## config.mk

```make
export PLATFORM = sky130hd
export DESIGN_NAME = register_file
export DESIGN_NICKNAME = d
export VERILOG_FILES = /design/src/rtl/register_file.sv
export SDC_FILE = /design/constraint.sdc
export NUM_CORES = 1
export LEC_CHECK = 0
export ABC_AREA = 0
export CAP_MARGIN = 20
export CORE_UTILIZATION = 30
export DETAILED_ROUTE_END_ITERATION = 10
export GPL_ROUTABILITY_DRIVEN = 0
export HOLD_SLACK_MARGIN = 0.15
export PLACE_DENSITY = 0.41
export SKIP_LAST_GASP = 1
export SLEW_MARGIN = 25
export SYNTH_ARGS = -nofsm -noshare
export SYNTH_HDL_FRONTEND = slang
export SYNTH_SLANG_ARGS = --single-unit
```

## constraint.sdc

```tcl
create_clock -name clk -period 2.65 [get_ports clk]
set_input_delay 0.53 -clock clk [delete_from_list [all_inputs] [get_ports clk]]
set_output_delay 0.53 -clock clk [all_outputs]
set_load 0.1 [all_outputs]
```

## src/rtl/register_file.sv

```systemverilog
// register_file: parameterised multi-register storage with one write port and
// one registered read port (1-cycle latency, write-first bypass).
// Optional build macro REGISTER_FILE_ZERO_REG_EN hardwires register 0 to zero.
// Reset is asynchronous, active-low, and clears all storage and read outputs.
module register_file #(
  parameter int DATA_WIDTH = 32,
  parameter int DEPTH      = 32,
  parameter int ADDR_WIDTH = 5
) (
  input  logic                  clk,
  input  logic                  reset_n,
  input  logic                  write_enable,
  input  logic [ADDR_WIDTH-1:0] write_address,
  input  logic [DATA_WIDTH-1:0] write_data,
  input  logic                  read_enable,
  input  logic [ADDR_WIDTH-1:0] read_address,
  output logic [DATA_WIDTH-1:0] read_data,
  output logic                  read_data_valid
);

  localparam int unsigned DEPTH_U = DEPTH;

  logic [DATA_WIDTH-1:0] regs_q [DEPTH];

  logic                  wr_in_range;
  logic                  rd_in_range;
  logic                  wr_allowed;
  logic                  rd_forced_zero;
  logic                  wr_hit;
  logic                  bypass;
  logic [DATA_WIDTH-1:0] rd_word;

  logic [DATA_WIDTH-1:0] read_data_d;
  logic [DATA_WIDTH-1:0] read_data_q;
  logic                  read_valid_d;
  logic                  read_valid_q;

  // Addresses at or beyond DEPTH do not map to storage.
  assign wr_in_range = (32'(write_address) < DEPTH_U);
  assign rd_in_range = (32'(read_address) < DEPTH_U);

`ifdef REGISTER_FILE_ZERO_REG_EN
  // Register 0 is a constant zero: never written, always reads back zero.
  assign wr_allowed     = wr_in_range && (write_address != '0);
  assign rd_forced_zero = (read_address == '0);
`else
  assign wr_allowed     = wr_in_range;
  assign rd_forced_zero = 1'b0;
`endif

  assign wr_hit = write_enable && wr_allowed;
  assign bypass = wr_hit && (write_address == read_address);

  // Select the word a read on this edge returns, forwarding same-edge write data.
  always_comb begin
    rd_word = '0;
    if (rd_in_range && !rd_forced_zero) begin
      if (bypass) begin
        rd_word = write_data;
      end else begin
        rd_word = regs_q[read_address];
      end
    end
  end

  // Next read result: load on a read, otherwise hold the last value; valid tracks read_enable.
  always_comb begin
    read_data_d  = read_data_q;
    read_valid_d = 1'b0;
    if (read_enable) begin
      read_data_d  = rd_word;
      read_valid_d = 1'b1;
    end
  end

  // Storage array: cleared on reset, single-word update on an accepted write.
  always_ff @(posedge clk or negedge reset_n) begin
    if (!reset_n) begin
      for (int unsigned i = 0; i < DEPTH_U; i++) begin
        regs_q[i] <= '0;
      end
    end else if (wr_hit) begin
      regs_q[write_address] <= write_data;
    end
  end

  // Registered read port; reset discards any in-flight result.
  always_ff @(posedge clk or negedge reset_n) begin
    if (!reset_n) begin
      read_data_q  <= '0;
      read_valid_q <= 1'b0;
    end else begin
      read_data_q  <= read_data_d;
      read_valid_q <= read_valid_d;
    end
  end

  assign read_data       = read_data_q;
  assign read_data_valid = read_valid_q;

endmodule

```

==> results of run 1 <==
timing repair:
action / CTS / global route
endpoints found under the hold margin: 316 / 0
gates resized for setup: 0 / 0
hold buffers: 1 / 0
endpoints found under the setup margin: 0 / 0
layer usage:
layer,up-vias,track usage (%)
li1,12080,-
met1,15950,28.22
met2,600,33.29
met3,253,3.696
met4,0,6.157
met5,-,0
critical path: cells and delay by family:
kind                   cells  cell delay [ns]
multiplexers               1             0.29
AND/OR/NAND/NOR            2             1.03
buffers and inverters      3             1.20
registers in the layout, summed over array words and instances (netlist names):
name	count
read_data	32
regs_q	1024
read_data_valid	1
per-stage QoR:
stage / setup WS (ns) / setup TNS, ns
after global placement: -0.5496 / -211.91
after global routing: 0.1674 / 0
after CTS: 0.2337 / 0
final: 0.1966 / 0
after detailed placement: -0.5685 / -199.22
after floorplan: 0.2802 / 0
report_power, final:
part	switching, uW	internal, uW
combinational	3610	4380
sequential	1650	19300
clock	7160	10600
total	12400	34300
kinds of logic (layout without fill, tap and decap cells):
group                  Yosys count  after routing  share of synthesized area, %
XOR/XNOR                         5              5                       0.09157
buffers and inverters          297            656                         2.896
multiplexers                  1351           1351                         36.62
AO/OA/AOI/OAI                  235            235                         3.671
flip-flops                    1057           1057                         55.31
AND/OR/NAND/NOR                132            132                         1.408
other                            0              2                             0
final timing paths:
check                                      start             to  slack [ns]  cells past startpoint
worst max-delay path            write_address[2]    regs_q[872]        0.20                      6
min in group clk                     regs_q[612]    regs_q[612]        0.49                      1
worst min register to register       regs_q[612]    regs_q[612]        0.49                      1
max in group asynchronous                reset_n    regs_q[893]        1.34                      4
worst min-delay path                     reset_n   regs_q[1007]        0.32                      2
worst max register to register      regs_q[1019]  read_data[27]        0.41                      7
cell usage in the layout (no fill, tap or decap), types with 13 or more instances in the layout:
cell type | synthesis | routed
clkinv_2 | 0 | 14
buf_12 | 3 | 114
a21oi_1 | 28 | 28
a21o_1 | 15 | 15
o22ai_1 | 20 | 20
nor2_4 | 0 | 16
clkbuf_8 | 0 | 27
clkbuf_16 | 0 | 137
mux2i_1 | 100 | 100
nand3_1 | 22 | 22
mux4_2 | 210 | 210
a221oi_1 | 28 | 28
clkbuf_1 | 157 | 36
buf_4 | 13 | 266
nand2_2 | 0 | 13
a22oi_1 | 66 | 66
a22o_1 | 23 | 23
dfrtp_1 | 1057 | 1057
clkdlybuf4s50_1 | 0 | 40
mux2_2 | 1029 | 1029
layout make-up:
cell class / count / area share, %
flip-flops and latches: 1057 / 45.40
repair buffers: 424 / 8.126
clock buffers: 200 / 6.753
diodes: 2 / 0.008589
well taps: 2072 / 4.449
clock inverters: 29 / 0.5605
inverters: 3 / 0.01933
multi-input cells: 1723 / 34.69
==> impl_metrics.env, run 1 <==
export IMPL_vias=28880
export IMPL_rows=146
export IMPL_via_per_inst=5.242
export IMPL_maxCapViolCount=0
export IMPL_cts_tree="built"
export IMPL_grt_pass1_wl_mm=238.3
export IMPL_async_reset_ff_share_pct=100.0
export IMPL_initial_core_util_pct=30.19
export IMPL_post_cts_setup_buffers=0
export IMPL_netlist_area_um2=47820
export IMPL_first_pass_iters=6
export IMPL_ys_seq_area_share_pct=55.31
export IMPL_tightest_slew_ns=0.9139
export IMPL_min_period_ns=2.453
export IMPL_cts_buffer_depth=3
export IMPL_power_density_nw_per_um2=801.8
export IMPL_end_kind="flop"
export IMPL_clock_latency_ns=0.76
export IMPL_m1WireLength_mm=74.74
export IMPL_route_detailed_drc=0
export IMPL_drive_above_1_share_pct=54.54
export IMPL_skew_ns=0.02110
export IMPL_post_route_util_pct=36.79
export IMPL_core_area_um2=158400
export IMPL_grtUsageTotal_pct=20.63
export IMPL_slew_headroom_pct=39.01
export IMPL_synth_area_top_cells="dfrtp_1 (55%), mux2_2 (24%), mux4_2 (9.9%), mux2i_1 (2.1%), clkbuf_1 (1.2%)"
export IMPL_power_total_uw=46720
export IMPL_routedWlPerCell_um=29.85
export IMPL_die_w_um=401.3
export IMPL_overflow=0
export IMPL_synth_top_cell_area_share_pct=55.31
export IMPL_register_area_um2=26450
export IMPL_critPathRequiredTime_ns=3.28
export IMPL_nets=3386
export IMPL_worstSetupStartpointType="input port"
export IMPL_fmax_ghz=0.4076
export IMPL_boundaryPins=79
export IMPL_syn_instance_count=3077
export IMPL_routed_top_layer="met4"
export IMPL_antenna_found_initial=10
export IMPL_multi_input_area_um2=20210
export IMPL_hpwl_mm=107.6
export IMPL_antenna_left=0
export IMPL_fillers=14850
export IMPL_path_clk_slew_ns=0.05
export IMPL_ys_warnings_count=0
export IMPL_htree_num_levels=4
export IMPL_syn_nets=3123
export IMPL_yosysUniqueCellTypes=53
export IMPL_grt_max_degree=106
export IMPL_final_cells=5510
export IMPL_worst_path_max_delay_cell="clkdlybuf4s50_1"
export IMPL_cp_cell_sequence="clkdlybuf4s50_1 -> buf_4 -> nor3b_1 -> nand2_2 -> buf_12 -> mux2_2"
export IMPL_synth_edf_count=0
export IMPL_cts_sinks=1057
export IMPL_ys_seq_elements=1057
export IMPL_worstSetupPathType="in2reg"
export IMPL_status="complete, no violations"
export IMPL_hold_viol=0
export IMPL_min_path_type="in2async"
export IMPL_die_area_um2=161000
export IMPL_setup_viol_count_final=0
export IMPL_root_buffer="clkbuf_16"
export IMPL_period_share_pct=92.58
export IMPL_whs_ns=0.3238
export IMPL_synth_commonest_cells="dfrtp_1 (1057), mux2_2 (1029), mux4_2 (210), clkbuf_1 (157), mux2i_1 (100)"
export IMPL_place_area_um2=53990
export IMPL_power_leakage_uw=0.02590
export IMPL_crit_path_max_fanout=13
export IMPL_grt_pass1_vias=31740
export IMPL_slowest_delay_ns=0.69
export IMPL_drv_slew=0
export IMPL_synth_most_common_cell="dfrtp_1"
export IMPL_synth_top_area_cell="dfrtp_1"
export IMPL_die_h_um=401.3
export IMPL_crit_arrival_ns=3.08
export IMPL_post_place_cells=5278
export IMPL_cts_buffers=131
export IMPL_vdd_drop_max_v=0.0006764
export IMPL_initialDrtViolationCount=1746
export IMPL_synth_area_per_cell_um2=15.54
export IMPL_routed_wl_mm=164.5
export IMPL_final_area_um2=58270
export IMPL_ys_flop_type="dfrtp_1"
export IMPL_rsz0062_at_grt="no"
export IMPL_dr_wl_met2_mm=78.45
export IMPL_wl_met3_mm=6.817
export IMPL_syn2layout_area_growth_pct=21.84
export IMPL_portBuffers=78
Note: power is estimated with default switching activity, not from simulation.
==> inputs of run 2 (changes only) <==
ABC_AREA = not set   (was 0)
clock period = 2.85 ns   (was 2.65 ns; I/O delays follow)
==> run 2 against run 1 <==
Count of clock-buffer cells in the layout shrank 6. Sequential share of layout area grew 0.40 points. Sequential cell count is the same. Critical path depth grew 3. Clock power shrank 7%. Wire length shrank 0.86%. Global-route usage shrank 0.056 points. Cell count shrank 0.74%.
==> impl_metrics.env, run 2 (synthesized netlist as in run 1, its figures left out) <==
export IMPL_cts_resized=0
export IMPL_power_leakage_uw=0.02566
export IMPL_cts_hold_buf=1
export IMPL_setup_ws_ns=0.3109
export IMPL_crit_path_max_fanout=11
export IMPL_grt_pass1_wl_mm=239.0
export IMPL_power_density_nw_per_um2=753.0
export IMPL_hpwl_mm=104.9
export IMPL_top_register="regs_q"
export IMPL_crit_arrival_ns=3.16
export IMPL_rows=146
export IMPL_final_common_cell="dfrtp_1"
export IMPL_critPathRequiredTime_ns=3.47
export IMPL_worstSetupPathType="in2reg"
export IMPL_grt_max_degree=76
export IMPL_maxCapViolCount=0
export IMPL_tightest_slew_ns=1.053
export IMPL_grt_pass1_vias=31950
export IMPL_end_kind="flop"
export IMPL_syn2layout_area_growth_pct=20.77
export IMPL_vias=28640
export IMPL_initialDrtViolationCount=1524
export IMPL_antenna_found_initial=6
export IMPL_route_detailed_drc=0
export IMPL_vdd_drop_max_v=0.0005783
export IMPL_die_area_um2=161000
export IMPL_cts_buffer_depth=3
export IMPL_power_total_uw=43490
export IMPL_initial_core_util_pct=30.19
export IMPL_fmax_ghz=0.3938
export IMPL_cts_tree="built"
export IMPL_post_route_util_pct=36.47
export IMPL_die_h_um=401.3
export IMPL_cts_buffers=131
export IMPL_clock_latency_ns=0.75
export IMPL_min_path_type="in2async"
export IMPL_status="complete, no violations"
export IMPL_core_area_um2=158400
export IMPL_die_w_um=401.3
export IMPL_place_area_um2=53430
export IMPL_setup_viol_count_final=0
export IMPL_rsz0062_at_grt="no"
export IMPL_period_share_pct=89.09
export IMPL_dp_slack_ns=-0.3339
export IMPL_skew_ns=0.02363
export IMPL_tns_ns=0
export IMPL_boundaryPins=79
export IMPL_min_period_ns=2.539
export IMPL_final_cell_mix="dfrtp_1 (1057), mux2_2 (1029), buf_4 (246)"
export IMPL_htree_num_levels=4
export IMPL_routedWlPerCell_um=29.81
export IMPL_cts_sinks=1057
export IMPL_final_area_um2=57750
export IMPL_grtUsageTotal_pct=20.58
export IMPL_drive_above_1_share_pct=54.29
export IMPL_path_clk_slew_ns=0.06
export IMPL_post_cts_setup_buffers=0
export IMPL_slew_headroom_pct=29.29
export IMPL_nets=3346
export IMPL_antenna_left=0
export IMPL_hold_viol=0
export IMPL_largest_reg_flops=1024
export IMPL_portBuffers=78
export IMPL_drv_slew=0
export IMPL_routed_wl_mm=163.1
export IMPL_root_buffer="clkbuf_16"
export IMPL_first_pass_iters=5
export IMPL_overflow=0
export IMPL_via_per_inst=5.236
export IMPL_worstSetupStartpointType="input port"
[run 2: critical path: stages]
cell	delay, ns
clkdlybuf4s50_1	0.47
xnor2_1	0.49
nand3_1	0.21
buf_4	0.21
buf_4	0.15
o211ai_1	0.37
buf_12	0.23
a21oi_1	0.12
or3_1	0.33
[run 2: cell type report]
type,instances,area (um2)
clock inverters,34,345.3
flip-flops and latches,1057,26450
diodes,2,5.005
clock buffers,194,3961
inverters,3,11.26
repair buffers,384,4184
multi-input cells,1723,20200
fillers,14790,100600
well taps,2072,2592
[run 2: where the power goes]
part,internal [uW],leakage (uW),switching [uW]
logic,4030,0.0100,3340
clock network,10100,0.00214,6540
registers,17900,0.0135,1530
total,32100,0.0257,11400
[run 2: worst paths after layout]
check                                  from       endpoint  slack (ns)  depth (start not counted)
min in group clk                regs_q[612]    regs_q[612]        0.49                          1
max in group asynchronous           reset_n    regs_q[740]        1.51                          4
setup / recovery           write_address[4]  read_data[28]        0.31                          9
hold reg to reg                 regs_q[612]    regs_q[612]        0.49                          1
hold / removal                      reset_n   read_data[0]        0.40                          2
setup reg to reg                regs_q[923]  read_data[27]        0.62                          7
[run 2: per-stage QoR]
| stage | cells | hold WS [ns] |
|---|---|---|
| floorplan | 3077 | 0.2744 |
| global placement | 5238 | 0.4643 |
| detailed placement | 5238 | 0.4754 |
| CTS | 5467 | 0.3793 |
| global route | 5467 | 0.4038 |
| finish | 5469 | 0.3967 |
[run 2: layer usage]
layer / wire length (um) / GRT usage, %
met1: 74480 / 28.19
met2: 78280 / 33.53
met4: 4671 / 6.446
met3: 5616 / 2.999
met5: 0 / 0
